--- src/rtl/alu_package.sv ---
// Shared ALU types plus the arbiter FSM state encoding.
package alu_package;

  localparam int INSTR_WIDTH = 4;

  typedef enum logic [INSTR_WIDTH-1:0] {
    ALU_ADD = 4'd0,
    ALU_SUB = 4'd1,
    ALU_AND = 4'd2,
    ALU_OR  = 4'd3
  } alu_e;

  // c: carry/borrow out of bit N-1, v: signed overflow, n: bit N-1, z: low N bits zero
  typedef struct packed {
    logic c;
    logic v;
    logic n;
    logic z;
  } alu_flags;

  typedef enum logic [1:0] {
    IDLE = 2'd0,
    EXEC = 2'd1,
    RESP = 2'd2
  } arb_state_e;

endpackage

--- src/rtl/alu.sv ---
// Combinational ALU: N+1 bit result, carry/borrow in bit N for ADD/SUB.
module alu import alu_package::*; #(
  parameter int N = 16
) (
  input  logic signed [N-1:0]           a,
  input  logic signed [N-1:0]           b,
  input  logic        [INSTR_WIDTH-1:0] op,
  output logic signed [N:0]             z,
  output alu_flags                      flags,
  output logic                          err
);

  logic [N:0] ua, ub;
  assign ua = {1'b0, a};
  assign ub = {1'b0, b};

  // Operate on zero-extended operands so bit N is the unsigned carry/borrow
  always_comb begin
    z     = '0;
    flags = '0;
    err   = 1'b0;
    case (op)
      ALU_ADD: begin
        z       = $signed(ua + ub);
        flags.c = z[N];
        flags.v = (a[N-1] == b[N-1]) && (z[N-1] != a[N-1]);
      end
      ALU_SUB: begin
        z       = $signed(ua - ub);
        flags.c = z[N];
        flags.v = (a[N-1] != b[N-1]) && (z[N-1] != a[N-1]);
      end
      ALU_AND: z = $signed({1'b0, a & b});
      ALU_OR:  z = $signed({1'b0, a | b});
      default: err = 1'b1;
    endcase
    // Illegal opcodes leave result and flags all zero
    if (!err) begin
      flags.z = (z[N-1:0] == '0);
      flags.n = z[N-1];
    end
  end

endmodule

--- src/rtl/alu_arbiter.sv ---
// Round-robin arbiter sharing one ALU among NUM_REQ requesters, one op in flight.
module alu_arbiter import alu_package::*; #(
  parameter int N       = 16,
  parameter int NUM_REQ = 2
) (
  input  logic                                          clk,
  input  logic                                          rst_n,
  input  logic [NUM_REQ-1:0]                            req_valid,
  output logic [NUM_REQ-1:0]                            req_ready,
  input  logic [NUM_REQ-1:0][N-1:0]                     req_a,
  input  logic [NUM_REQ-1:0][N-1:0]                     req_b,
  input  logic [NUM_REQ-1:0][INSTR_WIDTH-1:0]           req_op,
  output logic                                          rsp_valid,
  input  logic                                          rsp_ready,
  output logic [$clog2(NUM_REQ)-1:0]                    rsp_id,
  output logic signed [N:0]                             rsp_z,
  output alu_flags                                      rsp_flags,
  output logic                                          rsp_err
);

  localparam int IDW = $clog2(NUM_REQ);

  arb_state_e             state_q, state_d;
  logic [IDW-1:0]         rr_ptr, grant, cand, id_q;
  logic                   found, take;
  int                     idx;
  logic signed [N-1:0]    a_q, b_q;
  logic [INSTR_WIDTH-1:0] op_q;
  logic signed [N:0]      alu_z;
  alu_flags               alu_fl;
  logic                   alu_err;

  // First valid requester at or after rr_ptr, wrapping
  always_comb begin
    grant = '0;
    found = 1'b0;
    idx   = 0;
    cand  = '0;
    for (int i = 0; i < NUM_REQ; i++) begin
      idx = int'(rr_ptr) + i;
      if (idx >= NUM_REQ) idx = idx - NUM_REQ;
      cand = IDW'(idx);
      if (!found && req_valid[cand]) begin
        found = 1'b1;
        grant = cand;
      end
    end
  end

  assign take = (state_q == IDLE) && found;

  // Grant strobe only in IDLE; forced low while reset is held
  always_comb begin
    req_ready = '0;
    if (rst_n && take) req_ready[grant] = 1'b1;
  end

  // State register
  always_ff @(posedge clk or negedge rst_n) begin
    if (!rst_n) state_q <= IDLE;
    else        state_q <= state_d;
  end

  // Next-state: IDLE -> EXEC on grant, EXEC -> RESP, RESP -> IDLE on handshake
  always_comb begin
    state_d = state_q;
    case (state_q)
      IDLE:    if (found)     state_d = EXEC;
      EXEC:                   state_d = RESP;
      RESP:    if (rsp_ready) state_d = IDLE;
      default:                state_d = IDLE;
    endcase
  end

  // Capture granted request and advance the round-robin pointer
  always_ff @(posedge clk or negedge rst_n) begin
    if (!rst_n) begin
      a_q    <= '0;
      b_q    <= '0;
      op_q   <= '0;
      id_q   <= '0;
      rr_ptr <= '0;
    end else if (take) begin
      a_q    <= $signed(req_a[grant]);
      b_q    <= $signed(req_b[grant]);
      op_q   <= req_op[grant];
      id_q   <= grant;
      rr_ptr <= (grant == IDW'(NUM_REQ - 1)) ? '0 : grant + 1'b1;
    end
  end

  alu #(.N(N)) u_alu (
    .a     (a_q),
    .b     (b_q),
    .op    (op_q),
    .z     (alu_z),
    .flags (alu_fl),
    .err   (alu_err)
  );

  // Response registers load once in EXEC and hold through RESP
  always_ff @(posedge clk or negedge rst_n) begin
    if (!rst_n) begin
      rsp_z     <= '0;
      rsp_flags <= '0;
      rsp_err   <= 1'b0;
      rsp_id    <= '0;
    end else if (state_q == EXEC) begin
      rsp_z     <= alu_z;
      rsp_flags <= alu_fl;
      rsp_err   <= alu_err;
      rsp_id    <= id_q;
    end
  end

  assign rsp_valid = (state_q == RESP);

endmodule

--- config.mk ---
export PLATFORM = sky130hd
export DESIGN_NAME = alu_arbiter
export DESIGN_NICKNAME = d
export VERILOG_FILES = /design/src/rtl/alu_package.sv /design/src/rtl/alu.sv /design/src/rtl/alu_arbiter.sv
export SDC_FILE = /design/constraint.sdc
export NUM_CORES = 1
export LEC_CHECK = 0
export BUFFER_PORTS_ARGS = -buffer_cell sky130_fd_sc_hd__buf_2
export CAP_MARGIN = 40
export CORE_ASPECT_RATIO = 0.8
export CORE_MARGIN = 3
export CORE_UTILIZATION = 47
export DETAILED_ROUTE_END_ITERATION = 16
export PLACE_DENSITY = 0.73
export SETUP_SLACK_MARGIN = 0.2
export SLEW_MARGIN = 20
export SYNTH_ARGS = -nofsm -noshare
export SYNTH_HDL_FRONTEND = slang
export SYNTH_SLANG_ARGS = --single-unit
--- constraint.sdc ---
create_clock -name clk -period 7.2 [get_ports clk]
set_clock_uncertainty 0.1 [all_clocks]
set_input_delay 1.08 -clock clk [delete_from_list [all_inputs] [get_ports clk]]
set_output_delay 1.08 -clock clk [all_outputs]
set_load 0.01 [all_outputs]
==> impl_metrics.yaml, run 1 <==
critical_path:
  timing.critical_path.cells: "buf_2 -> o21ai_2 -> buf_4 -> a21oi_2 -> buf_4 -> and2_1 -> buf_2"
  critPathSlowestCell: "sky130_fd_sc_hd__buf_4"
  cp.buffers_inverters: 4
  setup.worst_path.start_class: "input port"
  path_max_fanout: 40
  critPathTopFamily: "buffers and inverters"
  max_stage_delay_ps: 390
  setup.worst_path.class: "in2out"
  critical_path_arrival_ps: 2390
  worstRegToRegCells: 11
  worstPathRequired_ps: 6020
  endpoint_kind: "output pin"
  worst-path-stages: 7
timing:
  fin_crit_sh_pct: 49.5
  tns_ps: 0
  worst-slew-pin-transition_ps: 739
  hold_violations: 0
  rsz0062_at_grt: "no"
  timing.final.crit_period_ps: 3570
  max-slew-margin-rel_pct: 50.7
  setup-violations-final: 0
  fmax_mhz: 280
  drv_slew: 0
route:
  number_of_detailed_route_iterations_in_the_first_pass: 6
  vias_per_cell: 5.65
  drc_errors: 0
  via_count: 4521
  route.antenna.remaining_nets: 0
  route.detailed.wl_per_inst_um: 16.5
  routed_wirelength_mm: 13.2
  drt_iter0_drc: 331
global_routing:
  grt_pass1_vias: 4358
  antenna_found_initial: 0
  grt_start_max_net_pins: 59
  grt_use_total_pct: 22.5
  grt_first_pass_wirelength_mm: 21.7
  gr-total-overflow: 0
clocking:
  cts_buffers: 9
  cts_h_tree_lvls: 3
  cts.path.max_buffers: 2
  clock-sinks: 63
  clock_tree_from_tritoncts: "done"
  ctsResizeCount: 0
  worst_setup_hold_path_clk_slew_ps: 50
  clk_latency_ps: 330
  hold_buffers: 0
  post-cts-setup-buffer-count: 0
  clockRootBuffer: "sky130_fd_sc_hd__clkbuf_16"
synthesis:
  synth_ff_type: "sky130_fd_sc_hd__dfrtp_1"
  syn_area_per_cell_um2: 8.85
  netlist_instances: 568
  synthesis.area_mm2: 0.00503
  seq_area_frac_synth_pct: 31.4
  synthArstFlopShare_pct: 100
  synth.yosys.warnings: 0
  netlist-cell-type-count: 80
  synth.net_count: 699
  synth-edff-count: 0
  seq_cells_post_synth: 63
final_layout:
  insertedDiodeCount: 0
  area_used_by_sequential_logic_in_the_layout_mm2: 0.00158
  num-nets-final: 787
  synthToLayoutAreaGrowth_pct: 16.3
  fillers: 951
  post_route_cells_drive_above_1_share_pct: 23.2
  utilization_pct: 56.6
  area_of_the_multi_input_gates_mm2: 0.00290
die:
  floorplan.initialDensity_pct: 48.7
  die_area_mm2: 0.0120
  core_area_mm2: 0.0103
  die_x_um: 122
  height_of_the_die_um: 98.5
  io_pins: 103
  rows: 33
placed_design:
  routabilityCongestion: 0.896
  dp_hpwl_mm: 10.2
  numPortBuffers: 102
power_and_ir_drop:
  power.density_mw_per_mm2: 549
  comb_power_share_pct: 65.4
  p_int_mw: 1.63
  power.share.clock_pct: 13.6
  netSwitchingPower_mw: 1.58
  switching_share_pct: 49.3
  seq_power_share_pct: 20.9
  static-leakage-power_nw: 2.98
  power.ir.vdd_worst_uv: 237
hold_path:
  min_path_type: "reg2reg"
  min_path_cells: 2
run_status:
  outcome: "completed"
job:
  maxCapViolations: 0
worst min-delay path: stages, from the launching register on:
cell and delay, ps:
sky130_fd_sc_hd__dfrtp_1 330, sky130_fd_sc_hd__nand2_1 50, sky130_fd_sc_hd__nand2_1 50
synth_stat cells, types with 10 or more instances:
master | count | share of area [%]
sky130_fd_sc_hd__nand3_1 | 10 | 1.0
sky130_fd_sc_hd__nor3_1 | 12 | 1.2
sky130_fd_sc_hd__a222oi_1 | 36 | 7.2
sky130_fd_sc_hd__o21ai_0 | 29 | 2.9
sky130_fd_sc_hd__dfrtp_1 | 63 | 31
sky130_fd_sc_hd__a211oi_1 | 14 | 2.1
sky130_fd_sc_hd__ha_1 | 52 | 13
sky130_fd_sc_hd__nor2_1 | 38 | 2.8
sky130_fd_sc_hd__a21oi_1 | 30 | 3.0
sky130_fd_sc_hd__inv_1 | 85 | 6.3
sky130_fd_sc_hd__nand2_1 | 44 | 3.3
sky130_fd_sc_hd__clkbuf_1 | 16 | 1.2
state kept, by name, indices dropped and copies added (netlist names):
| name | flops |
|---|---|
| b_q | 16 |
| rsp_flags | 4 |
| rsp_id | 1 |
| id_q | 1 |
| rsp_err | 1 |
| rr_ptr | 1 |
| op_q | 4 |
| state_q | 2 |
| a_q | 16 |
| rsp_z | 17 |
power groups by stage:
| stage | sequential [mW] | clock [mW] | combinational (mW) |
|---|---|---|---|
| floorplan | 0.652 | 0 | 1.66 |
| detailed placement | 0.679 | 0 | 2.06 |
| global placement | 0.667 | 0 | 2.01 |
| CTS | 0.674 | 0.446 | 2.08 |
| finish | 0.671 | 0.437 | 2.10 |
| global route | 0.699 | 0.459 | 2.34 |
metrics by stage:
stage          cell area (µm²)  worst slack, ps  std cells  power [mW]  hold slack, ps
6_report                  5840             3630        800        3.21             367
5_1_grt                   5840             3520        800        3.49             386
4_1_cts                   5840             3640        800        3.20             372
3_5_place_dp              5540             3640        785        2.74             359
3_3_place_gp              5530             3680        784        2.67             353
2_1_floorplan             5030             3890        568        2.31             339
cells in the final DEF (no fill, tap or decap), types with 10 or more instances in the layout:
cell type | netlist | routed
sky130_fd_sc_hd__buf_2 | 5 | 102
sky130_fd_sc_hd__inv_1 | 85 | 85
sky130_fd_sc_hd__dfrtp_1 | 63 | 63
sky130_fd_sc_hd__ha_1 | 52 | 52
sky130_fd_sc_hd__nand2_1 | 44 | 44
sky130_fd_sc_hd__nor2_1 | 38 | 38
sky130_fd_sc_hd__a222oi_1 | 36 | 36
sky130_fd_sc_hd__a21oi_1 | 30 | 29
sky130_fd_sc_hd__o21ai_0 | 29 | 28
sky130_fd_sc_hd__a211oi_1 | 14 | 14
sky130_fd_sc_hd__nor3_1 | 12 | 12
sky130_fd_sc_hd__nand3_1 | 10 | 10
per-layer routing:
layer	vias to the layer above	GRT usage [%]	part of all wire [%]
met5	-	0	0
met4	0	5.17	1.1
met3	15	4.42	6.8
met2	183	31.6	40
met1	2097	35.6	52
li1	2226	-	-
final cells by class:
type | count | area share, %
Multi-Input combinational cell | 387 | 49.7
Sequential cell | 63 | 27.0
Timing Repair Buffer | 109 | 9.70
Inverter | 86 | 5.52
Clock buffer | 12 | 4.39
Tap cell | 140 | 3.00
Clock inverter | 3 | 0.728
final timing paths:
path                                endpoint  slack, ps    startpoint
worst max-delay path            req_ready[0]       3630  req_valid[1]
worst min-delay path                rsp_z[2]        370      rsp_z[2]
worst max register to register  rsp_flags[0]       3910        a_q[1]
worst min register to register      rsp_z[2]        370      rsp_z[2]
max in group asynchronous          rsp_z[10]       5390         rst_n
min in group asynchronous       rsp_flags[1]        710         rst_n
cells by family after synthesis:
| kind of cell | Yosys count | share of synthesized area (%) |
|---|---|---|
| AO/OA/AOI/OAI | 171 | 26.7 |
| XOR/XNOR | 6 | 1.05 |
| adder cells (fa/ha/maj) | 54 | 13.7 |
| buffers and inverters | 118 | 11.0 |
| flip-flops | 63 | 31.4 |
| multiplexers | 4 | 1.07 |
| AND/OR/NAND/NOR | 152 | 15.0 |
Power figures use the tool's default switching activity.
==> inputs of run 2 (changes only) <==
--- a/config.mk
+++ b/config.mk
@@ -5,13 +5,14 @@
 export SDC_FILE = /design/constraint.sdc
 export NUM_CORES = 1
 export LEC_CHECK = 0
+export ABC_AREA = 1
 export BUFFER_PORTS_ARGS = -buffer_cell sky130_fd_sc_hd__buf_2
 export CAP_MARGIN = 40
 export CORE_ASPECT_RATIO = 0.8
 export CORE_MARGIN = 3
 export CORE_UTILIZATION = 47
 export DETAILED_ROUTE_END_ITERATION = 16
-export PLACE_DENSITY = 0.73
+export PLACE_DENSITY = 0.72
 export SETUP_SLACK_MARGIN = 0.2
 export SLEW_MARGIN = 20
 export SYNTH_ARGS = -nofsm -noshare
==> constraint.sdc (replaced) <==
create_clock -name clk -period 3.57 [get_ports clk]
set_clock_uncertainty 0.1 [all_clocks]
set_input_delay 0.5355 -clock clk [delete_from_list [all_inputs] [get_ports clk]]
set_output_delay 0.5355 -clock clk [all_outputs]
set_load 0.01 [all_outputs]
==> run 2 against run 1 <==
Sequential share of layout area is 2.2 points lower. Register-to-register slack got worse by 2900 ps. Sequential power grew 88%. Combinational power increased by 120%. Utilization grew 0.77 points. Hold slack got worse by 250 ps.
==> impl_metrics.yaml, run 2 <==
run_status:
  outcome: "completed"
clocking:
  clockRootBuffer: "sky130_fd_sc_hd__clkbuf_16"
  hold_buffers: 0
  cts.path.max_buffers: 2
  cts_h_tree_lvls: 3
  clock-sinks: 63
  ctsResizeCount: 0
  clock_tree_from_tritoncts: "done"
  clk_latency_ps: 330
  worst_setup_hold_path_clk_slew_ps: 50
  cts_buffers: 9
  post-cts-setup-buffer-count: 0
critical_path:
  worstPathRequired_ps: 3730
  critPathSlowestCell: "sky130_fd_sc_hd__fa_1"
  timing.critical_path.cells: "ha_1 -> inv_1 -> fa_1 -> inv_1 -> nand2_1 -> nand2_1 -> nand3_1 -> nand2_1 -> nand3_1 -> nand2_1 -> nand2_1 -> nand3_1 -> nand2_1 -> nor2_1 -> nand3_1 -> o21bai_2"
  path_max_fanout: 3
  worst_path_most_repeated_cell: "sky130_fd_sc_hd__nand2_1"
  ff_to_ff_start: "b_q[0]"
  r2r-end: "rsp_flags[0]"
  max_stage_delay_ps: 390
  worst_setup_path_startpoint: "b_q[0]"
  setup.worst_path.class: "reg2reg"
  endpoint_kind: "register"
  worstRegToRegCells: 16
  timing.reg2reg.setup_slack_ps: 1030
  critical_path_arrival_ps: 2700
  setup.worst_path.start_class: "register"
timing:
  drv_slew: 0
  fmax_mhz: 394
  timing.final.crit_period_ps: 2540
  worst-slew-pin-transition_ps: 805
  hold_violations: 0
  fin_crit_sh_pct: 71.2
  setup-violations-final: 0
  max-slew-margin-rel_pct: 46.3
  rsz0062_at_grt: "no"
  tns_ps: 0
global_routing:
  grt_start_max_net_pins: 64
  groute.layer.met2.usage_pct: 30.9
  antenna_found_initial: 0
  gr-total-overflow: 0
  grt_pass1_vias: 4833
  grt_first_pass_wirelength_mm: 23.9
  grt_util_met3_pct: 4.91
  grt_use_total_pct: 22.9
  grt_busiest_layer: "met1"
  met1_routing_resource_usage_after_global_routing_pct: 36.7
final_layout:
  most_frequent_standard_cell_in_the_layout_excluding_fill_and_tap_cells: "sky130_fd_sc_hd__nand2_1"
  largest-register: "rsp_z"
  synthToLayoutAreaGrowth_pct: 16.8
  layout_common_cells: "191 x sky130_fd_sc_hd__nand2_1, 155 x sky130_fd_sc_hd__inv_1, 109 x sky130_fd_sc_hd__nand3_1"
  reg.largest.list: "rsp_z (17), a_q (16), b_q (16)"
  post_route_cells_drive_above_1_share_pct: 16.5
  utilization_pct: 57.4
  largest_register_ffs: 17
  final_cell_area_mm2: 0.00637
  insertedDiodeCount: 0
  num-nets-final: 1041
job:
  maxCapViolations: 0
route:
  route.antenna.remaining_nets: 0
  number_of_detailed_route_iterations_in_the_first_pass: 5
  via_count: 5374
  routed_wirelength_mm: 14.5
  drc_errors: 0
  drt_iter0_drc: 353
  vias_per_cell: 5.08
  route.detailed.wl_per_inst_um: 13.7
synthesis:
  post_synth_most_frequent_cells: "191 x sky130_fd_sc_hd__nand2_1, 155 x sky130_fd_sc_hd__inv_1, 109 x sky130_fd_sc_hd__nand3_1"
  seq_area_frac_synth_pct: 28.9
  synth.top_cell.area_share_pct: 28.9
  synth.most_common_cell: "sky130_fd_sc_hd__nand2_1"
  synth_ff_type: "sky130_fd_sc_hd__dfrtp_1"
  synth-edff-count: 0
  synth_area_leader_cell: "sky130_fd_sc_hd__dfrtp_1"
  seq_cells_post_synth: 63
  synth.net_count: 947
  syn_area_per_cell_um2: 6.68
  synthTopCellsByArea: "sky130_fd_sc_hd__dfrtp_1 29%, sky130_fd_sc_hd__nand2_1 13%, sky130_fd_sc_hd__ha_1 12%, sky130_fd_sc_hd__inv_1 11%, sky130_fd_sc_hd__nand3_1 10%"
  netlist_instances: 816
  synthesis.area_mm2: 0.00545
  synthArstFlopShare_pct: 100
  netlist-cell-type-count: 36
  synth.yosys.warnings: 0
placed_design:
  place_area_mm2: 0.00606
  routabilityCongestion: 0.971
  dp_hpwl_mm: 11.4
  numPortBuffers: 102
power_and_ir_drop:
  power.ir.vdd_worst_uv: 398
  power.density_mw_per_mm2: 1050
  static-leakage-power_nw: 3.59
die:
  io_pins: 103
  core_area_mm2: 0.0111
  die_area_mm2: 0.0129
  rows: 34
  floorplan.initialDensity_pct: 49.1
  height_of_the_die_um: 102
  die_x_um: 126
hold_path:
  min_path_type: "in2async"
run 2: routing by layer:
layer  share of wire, %  vias up
li1                   -     2790
met2                 37      218
met4                1.3        0
met5                  0        -
met3                9.3       17
met1                 53     2349
run 2: cells by family after synthesis:
family | Yosys count | share of synthesized area (%)
xor gates and xnor gates | 1 | 0.161
DFF | 63 | 28.9
and+or+nand+nor | 404 | 31.7
buffers and inverters | 192 | 14.0
AOI/OAI and AO/OA | 102 | 12.5
adders and majority gates | 54 | 12.7
run 2: cell type report:
type                            instances  area, µm²
Multi-Input combinational cell        561       3120
Inverter                              161        604
Fill cell                            1091       4730
Timing Repair Buffer                  114        613
Clock buffer                           11        233
Clock inverter                          4       47.5
Sequential cell                        63       1580
Tap cell                              144        180
run 2: worst max path at each step:
stage	to	slack, ps	cells after the start
2_1_floorplan	req_ready[1]	1390	5
3_3_place_gp	rsp_flags[0]	1100	16
3_5_place_dp	rsp_flags[0]	1070	16
4_1_cts	rsp_flags[0]	1050	16
5_1_grt	rsp_flags[0]	820	16
6_report	rsp_flags[0]	1030	16
run 2: through the flow:
stage                     hold WS (ps)  instances  total power [mW]  setup slack (ps)
after floorplan                    140        816              4.68              1390
after global placement             358       1041              5.72              1100
after detailed placement           362       1041              5.73              1070
after CTS                          322       1056              6.60              1050
after global routing               160       1058              7.39               823
final                              115       1058              6.67              1030
run 2: power breakdown:
group	total [mW]	switching (mW)	leakage, nW	internal, mW
registers	1.26	0.215	0.792	1.04
clock network	0.843	0.309	0.135	0.534
logic	4.57	3.06	2.66	1.51
total	6.67	3.59	3.59	3.08
run 2: critical path: cells and delay by family, from the launching register on:
kind                       cells  cell delay, ps
and+or+nand+nor               11            1120
AOI/OAI and AO/OA              1             140
DFF                            1             370
buffers and inverters          2             150
adders and majority gates      2             600
